**config.mk**
```make
export PLATFORM = sky130hd
export DESIGN_NAME = pe_ofmap_writeback
export DESIGN_NICKNAME = d
export VERILOG_FILES = /design/src/rtl/pe_ofmap_writeback.sv
export SDC_FILE = /design/constraint.sdc
export NUM_CORES = 1
export LEC_CHECK = 0
export CORE_ASPECT_RATIO = 0.75
export CORE_MARGIN = 1
export CORE_UTILIZATION = 45
export DETAILED_ROUTE_END_ITERATION = 10
export PLACE_DENSITY_LB_ADDON = 0.3
export SLEW_MARGIN = 20
export SYNTH_ARGS = -nofsm -noshare
export SYNTH_HDL_FRONTEND = slang
export SYNTH_SLANG_ARGS = --single-unit
```
**constraint.sdc**
```tcl
create_clock -name clk -period 3.65 [get_ports clk]
set_input_delay 0.5475 -clock clk [delete_from_list [all_inputs] [get_ports clk]]
set_output_delay 0.5475 -clock clk [all_outputs]
set_load 0.005 [all_outputs]
```
**src/rtl/pe_ofmap_writeback.sv**
```systemverilog
// Output-feature-map writeback stage.
// Buffers the accumulated PE output stream in a small show-ahead FIFO. It can
// clamp negative words to zero (ReLU) as they are pushed. It then writes
// each word to the ofmap SRAM at sequential addresses starting from a base.
// The top-level controller runs jobs through a Start/Done interface.
// Ports:
//   clk, rst            clock, synchronous active-high reset
//   Start, NumOutputs,  job start pulse and configuration, latched in IDLE
//   BaseAddr, ReluEn
//   DataIn*             input stream from the PE group (valid/ready)
//   Mem_Wr*             SRAM write port (request/ready)
//   Busy, Done, WrCount job status
module pe_ofmap_writeback #(
  parameter int unsigned DataWidth     = 32,
  parameter int unsigned FifoDepth     = 4,
  parameter int unsigned FifoAddrWidth = 2,
  parameter int unsigned AddrWidth     = 10,
  parameter int unsigned CountWidth    = 11
) (
  input  logic                  clk,
  input  logic                  rst,
  input  logic                  Start,
  input  logic [CountWidth-1:0] NumOutputs,
  input  logic [AddrWidth-1:0]  BaseAddr,
  input  logic                  ReluEn,
  input  logic                  DataInValid,
  output logic                  DataInRdy,
  input  logic [DataWidth-1:0]  DataIn,
  output logic                  Mem_WrEn,
  input  logic                  Mem_WrRdy,
  output logic [AddrWidth-1:0]  Mem_WrAddr,
  output logic [DataWidth-1:0]  Mem_WrData,
  output logic                  Busy,
  output logic                  Done,
  output logic [CountWidth-1:0] WrCount
);

  localparam int unsigned OccWidth = FifoAddrWidth + 1;

  typedef enum logic [1:0] {
    S_IDLE  = 2'd0,
    S_RUN   = 2'd1,
    S_DRAIN = 2'd2,
    S_DONE  = 2'd3
  } state_e;

  state_e                   state_q, state_d;
  logic [CountWidth-1:0]    num_q, num_d;
  logic [AddrWidth-1:0]     base_q, base_d;
  logic                     relu_q, relu_d;
  logic [CountWidth-1:0]    recv_q, recv_d;
  logic [CountWidth-1:0]    wr_cnt_q, wr_cnt_d;
  logic [OccWidth-1:0]      occ_q, occ_d;
  logic [FifoAddrWidth-1:0] wr_ptr_q, wr_ptr_d;
  logic [FifoAddrWidth-1:0] rd_ptr_q, rd_ptr_d;
  logic [DataWidth-1:0]     mem_q [FifoDepth];
  logic [DataWidth-1:0]     mem_d [FifoDepth];

  logic                     fifo_full;
  logic                     fifo_empty;
  logic                     in_rdy;
  logic                     push;
  logic                     pop;
  logic [DataWidth-1:0]     push_data;

  // Handshake terms depend only on flops, so there is no input-to-ready path.
  always_comb begin
    fifo_full  = (occ_q == OccWidth'(FifoDepth));
    fifo_empty = (occ_q == '0);
    in_rdy     = (state_q == S_RUN) && !fifo_full && (recv_q < num_q);
    push       = DataInValid && in_rdy;
    pop        = !fifo_empty && Mem_WrRdy;
    // ReLU on the sign bit only; positive values pass through unchanged.
    push_data  = (relu_q && DataIn[DataWidth-1]) ? '0 : DataIn;
  end

  // Next-state logic for the job FSM, counters and FIFO.
  always_comb begin
    state_d  = state_q;
    num_d    = num_q;
    base_d   = base_q;
    relu_d   = relu_q;
    recv_d   = recv_q;
    wr_cnt_d = wr_cnt_q;
    occ_d    = occ_q;
    wr_ptr_d = wr_ptr_q;
    rd_ptr_d = rd_ptr_q;
    mem_d    = mem_q;

    if (push) begin
      mem_d[wr_ptr_q] = push_data;
      recv_d          = recv_q + CountWidth'(1);
      wr_ptr_d        = (wr_ptr_q == FifoAddrWidth'(FifoDepth - 1)) ? '0
                                                                    : wr_ptr_q + FifoAddrWidth'(1);
    end

    if (pop) begin
      wr_cnt_d = wr_cnt_q + CountWidth'(1);
      rd_ptr_d = (rd_ptr_q == FifoAddrWidth'(FifoDepth - 1)) ? '0
                                                             : rd_ptr_q + FifoAddrWidth'(1);
    end

    // A pop at full frees a slot, but ready was already low, so occupancy
    // only ever moves by one.
    unique case ({push, pop})
      2'b10:   occ_d = occ_q + OccWidth'(1);
      2'b01:   occ_d = occ_q - OccWidth'(1);
      default: occ_d = occ_q;
    endcase

    unique case (state_q)
      S_IDLE: begin
        if (Start) begin
          num_d    = NumOutputs;
          base_d   = BaseAddr;
          relu_d   = ReluEn;
          recv_d   = '0;
          wr_cnt_d = '0;
          state_d  = (NumOutputs == '0) ? S_DONE : S_RUN;
        end
      end
      S_RUN: begin
        if (recv_d == num_q) begin
          state_d = S_DRAIN;
        end
      end
      S_DRAIN: begin
        // All words are received, so matching write count implies an empty FIFO.
        if (wr_cnt_q == num_q) begin
          state_d = S_DONE;
        end
      end
      S_DONE: begin
        state_d = S_IDLE;
      end
      default: begin
        state_d = S_IDLE;
      end
    endcase
  end

  // State and datapath registers.
  always_ff @(posedge clk) begin
    if (rst) begin
      state_q  <= S_IDLE;
      num_q    <= '0;
      base_q   <= '0;
      relu_q   <= 1'b0;
      recv_q   <= '0;
      wr_cnt_q <= '0;
      occ_q    <= '0;
      wr_ptr_q <= '0;
      rd_ptr_q <= '0;
      for (int i = 0; i < FifoDepth; i++) begin
        mem_q[i] <= '0;
      end
    end else begin
      state_q  <= state_d;
      num_q    <= num_d;
      base_q   <= base_d;
      relu_q   <= relu_d;
      recv_q   <= recv_d;
      wr_cnt_q <= wr_cnt_d;
      occ_q    <= occ_d;
      wr_ptr_q <= wr_ptr_d;
      rd_ptr_q <= rd_ptr_d;
      mem_q    <= mem_d;
    end
  end

  // Outputs are decoded from flops only; the FIFO head is shown ahead and
  // holds until popped.
  always_comb begin
    DataInRdy  = in_rdy;
    Mem_WrEn   = !fifo_empty;
    Mem_WrData = mem_q[rd_ptr_q];
    // The address wraps modulo the SRAM size.
    Mem_WrAddr = base_q + wr_cnt_q[AddrWidth-1:0];
    Busy       = (state_q == S_RUN) || (state_q == S_DRAIN);
    Done       = (state_q == S_DONE);
    WrCount    = wr_cnt_q;
  end

endmodule

```
==> summary by stage <==
Timing
The transition time of the tightest slew-check pin is 0.972 ns. Based on the critical path, the design can be clocked at up to 289 MHz. The total count of hold-check failures in the final report came to 0. The final critical path takes up 94.8% of the cycle. Across the routed clock network, the largest skew measured is 0.0142 ns. The count of final setup violators is 0. Final hold analysis gives a worst-case slack of 0.461 ns. The worst slew margin relative to its limit is 35.2%.

Counting I/O delays and the setup requirement, the final critical path takes 3.46 ns. The final number of max-transition violations is 0.

Logic synthesis
After synthesis the netlist holds a flip-flop and latch count of 181. The count of synthesis-stage warnings from yosys is 0. Synthesis produced 1030 cells. Among all flip-flop cells after synthesis, the most frequent one is sky130_fd_sc_hd__dfxtp_1. The share of the Yosys chip area taken by registers is 42.5%. The synthesized cell area is 0.00852 mm2. sky130_fd_sc_hd__dfxtp_1 takes more of the synthesized area than any other cell.

The share of flip-flops with an asynchronous set or reset is 0%. The top cell type's share of synthesized area is 42.5%. The number of library cell types mapped by synthesis is 52. Counting every net in the synthesized netlist gives 1123. The mean instance size in the synthesized netlist is 8.28 um2. In this run, synthesis inferred 0 flip-flops with an integrated enable. After synthesis, the cell types taking the most area are sky130_fd_sc_hd__dfxtp_1, sky130_fd_sc_hd__nor2_1, sky130_fd_sc_hd__a21oi_1.

CTS
The total number of H-tree levels is 4. The TritonCTS clock tree is built. The clock reaches the later pin of the worst-skew pair after 0.43 ns. The number of sinks handled by clock tree synthesis is 181. No sink is reached through more buffers than the 2 on the longest clock path.

The root buffer cell is sky130_fd_sc_hd__clkbuf_16. The number of buffers created by CTS is 17. The clock transition at the register clock pins on the worst setup and hold paths after CTS is 0.07 ns.

Floorplanning
Measured along the y axis, the die boundary spans 121 um. The cell row count is 43. The region available for standard cell placement spans 0.0185 mm2. Measured along the x axis, the die boundary spans 161 um. The area enclosed by the die boundary is 0.0195 mm2.

The effective utilization at floorplan is 46.1%. 116 I/O pins were placed.

Setup path
Walking the worst path, the cells encountered are ha_1, a21o_1, a21oi_2, o21bai_1, a21oi_2, o21bai_1, a21oi_2, o21bai_1, a21oi_1, xnor2_1, clkdlybuf4s50_1. The number of buffer and inverter stages on the critical path is 1. The startpoint type of the worst setup path is a flip-flop.

In this run the worst path has a maximum fanout of 7. Data arrives at the worst endpoint at 2.91 ns. The family of cells with the greatest summed delay on the critical path is compound AO/OA/AOI/OAI gates. In this run the worst setup path begins at WrCount[1]. For this design, the slowest cell found on the critical path is sky130_fd_sc_hd__clkdlybuf4s50_1. The startpoint of the most critical register-to-register path is num_q[3]. The critical path endpoint category is an output pin. The maximum single-stage delay on the critical path is 0.52 ns. The worst setup path is of the flip-flop to output pin kind.

The required time of the critical path is 3.10 ns.

Global routing
The initial antenna violation count is 0. The pin count of the biggest net entering global routing is 70. The via count of the first global-routing pass was 6814.

For this run the aggregate overflow at the end of global routing stands at 0. The global routing usage summed across all routing layers is 21.3%. The first global-routing pass estimated 33100 um of wire.

Drt
The final antenna-violating net count is 0. The first-pass iteration count of the detailed router is 5. The per-cell via count in the routed design is 5.19. The starting DRC count in detailed routing is 600. Across all layers, the routed design uses 7177 vias. The DRC violations left is 0. Wires add up to 19900 um. The average wire per cell in the routed design is 14.4 um.

Pwr
VDD sags by at most 280 uV. The total power per unit cell area is 495 mW/mm2. In this run the static leakage power is 4.15 nW.

Placed design
The placer's final routability congestion estimate is 0.921. The sum of net half-perimeters after detailed placement is 13300 um. Input and output buffers added on the ports amount to 115.

Cells and area
After the last flow step, the layout net total stands at 1215. Relative to the synthesized area, the layout overhead comes to 23.6%. The repair_antennas step left the layout with diodes totalling 0. The fill cell instance count of the final layout is 1680. Once layout is complete, the utilization of the core stands at 56.9%. Of the cells placed in the final design, the portion with a size suffix greater than 1 is 8.90%.

Job
Across the run, the number of max-cap violations was 0.

Run status
The flow ran to the end, and the final reports show no timing, DRC or antenna violations.

Min path
In this run the most critical hold path is launched from base_q[2]. The worst min-delay path category is flip-flop to flip-flop.
==> power by group <==
part           switching, mW  total (mW)  internal (mW)
Combinational          0.642        1.22          0.575
Clock                  0.806        1.81           1.01
Sequential            0.0984        2.19           2.09
Total                   1.55        5.22           3.67
==> routing by layer <==
layer | part of all wire, % | track usage [%] | vias up
met5 | 0 | 0 | -
met4 | 1.1 | 5.48 | 0
met3 | 5.8 | 5.09 | 22
met2 | 45 | 33.5 | 174
met1 | 48 | 29.3 | 3332
li1 | - | - | 3649
==> per-stage QoR <==
step / setup slack [ns] / cells / power, mW / area (um2) / setup TNS [ns]
after floorplan: 0.746 / 1030 / 2.96 / 8520 / 0
after global placement: 0.506 / 1349 / 3.43 / 9930 / 0
after detailed placement: 0.438 / 1349 / 3.44 / 9930 / 0
after CTS: 0.0221 / 1381 / 5.25 / 10500 / 0
after global routing: -0.0250 / 1382 / 5.49 / 10500 / -0.0250
final: 0.189 / 1382 / 5.22 / 10500 / 0
==> flip-flops by register name, summed over array words and instances, names as in the netlist <==
signal / flops
wr_ptr_q: 2
recv_q: 11
num_q: 11
base_q: 10
rd_ptr_q: 2
occ_q: 3
mem_q: 128
WrCount: 11
state_q: 2
relu_q: 1
==> cell usage after synthesis (3+ instances only) <==
master	number
sky130_fd_sc_hd__a21o_1	4
sky130_fd_sc_hd__a21oi_1	165
sky130_fd_sc_hd__and3_1	7
sky130_fd_sc_hd__and4_1	4
sky130_fd_sc_hd__buf_1	3
sky130_fd_sc_hd__clkbuf_1	55
sky130_fd_sc_hd__dfxtp_1	181
sky130_fd_sc_hd__ha_1	32
sky130_fd_sc_hd__inv_1	30
sky130_fd_sc_hd__mux2i_1	6
sky130_fd_sc_hd__mux4_2	32
sky130_fd_sc_hd__nand2_1	96
sky130_fd_sc_hd__nand2b_1	4
sky130_fd_sc_hd__nand3_1	14
sky130_fd_sc_hd__nand4_1	4
sky130_fd_sc_hd__nor2_1	287
sky130_fd_sc_hd__nor3_1	4
sky130_fd_sc_hd__nor4_1	3
sky130_fd_sc_hd__o211ai_1	4
sky130_fd_sc_hd__o21ai_0	6
sky130_fd_sc_hd__o21bai_1	6
sky130_fd_sc_hd__or3_1	3
sky130_fd_sc_hd__xnor2_1	29
sky130_fd_sc_hd__xor2_1	17
==> cell usage in the layout, fill, tap and decap left out, types with 4 or more instances in the layout <==
cell type	count
sky130_fd_sc_hd__xnor2_1	29
sky130_fd_sc_hd__a21o_1	4
sky130_fd_sc_hd__clkbuf_16	17
sky130_fd_sc_hd__nor2_1	287
sky130_fd_sc_hd__nand2_2	4
sky130_fd_sc_hd__clkdlybuf4s50_1	114
sky130_fd_sc_hd__mux2i_1	6
sky130_fd_sc_hd__dfxtp_1	178
sky130_fd_sc_hd__nand2_1	92
sky130_fd_sc_hd__inv_1	30
sky130_fd_sc_hd__ha_1	32
sky130_fd_sc_hd__and4_1	4
sky130_fd_sc_hd__nand4_1	4
sky130_fd_sc_hd__o21ai_0	6
sky130_fd_sc_hd__and3_1	7
sky130_fd_sc_hd__o211ai_1	4
sky130_fd_sc_hd__buf_4	17
sky130_fd_sc_hd__nand3_1	14
sky130_fd_sc_hd__mux4_2	32
sky130_fd_sc_hd__xor2_1	17
sky130_fd_sc_hd__a21oi_1	162
sky130_fd_sc_hd__nand2b_1	4
sky130_fd_sc_hd__o21bai_1	6
sky130_fd_sc_hd__nor3_1	4
==> worst min-delay path, stage by stage, from the launching register on <==
cell and delay [ns]:
sky130_fd_sc_hd__dfxtp_1 0.31, sky130_fd_sc_hd__nand2_1 0.05, sky130_fd_sc_hd__a21oi_1 0.05
==> cell families (layout without fill, tap and decap cells) <==
logic type | after synthesis | after routing | synth area share, %
flip-flops | 181 | 181 | 42.5
multiplexers | 39 | 39 | 9.29
XOR/XNOR | 47 | 47 | 4.99
adder cells (fa/ha/maj) | 34 | 34 | 5.17
AND/OR/NAND/NOR | 434 | 434 | 20.6
AO/OA/AOI/OAI | 202 | 202 | 13.2
buffers and inverters | 93 | 198 | 4.21
==> final cells by class <==
type                            instances  area [um2]  area share, %
Clock inverter                         12         119           1.13
Tap cell                              247         309           2.93
Clock buffer                           20         467           4.43
Sequential cell                       181        3630           34.4
Inverter                               32         120           1.14
Multi-Input combinational cell        756        4560           43.3
Timing Repair Buffer                  134        1330           12.6
==> timing repair <==
| item | 4_1_cts | 5_1_grt |
|---|---|---|
| gates cloned | 0 | 0 |
| hold buffers | 0 | 0 |
| pin swaps | 0 | 1 |
| endpoints found under the setup margin | 1 | 2 |
| buffers inserted | 0 | 1 |
| gates resized for setup | 1 | 5 |
==> final timing paths <==
path,end,slack [ns],cells past startpoint
max,Mem_WrAddr[9],0.19,11
min reg2reg,base_q[2],0.46,2
min,base_q[2],0.46,2
max reg2reg,occ_q[2],0.48,13
Power figures use the tool's default switching activity.
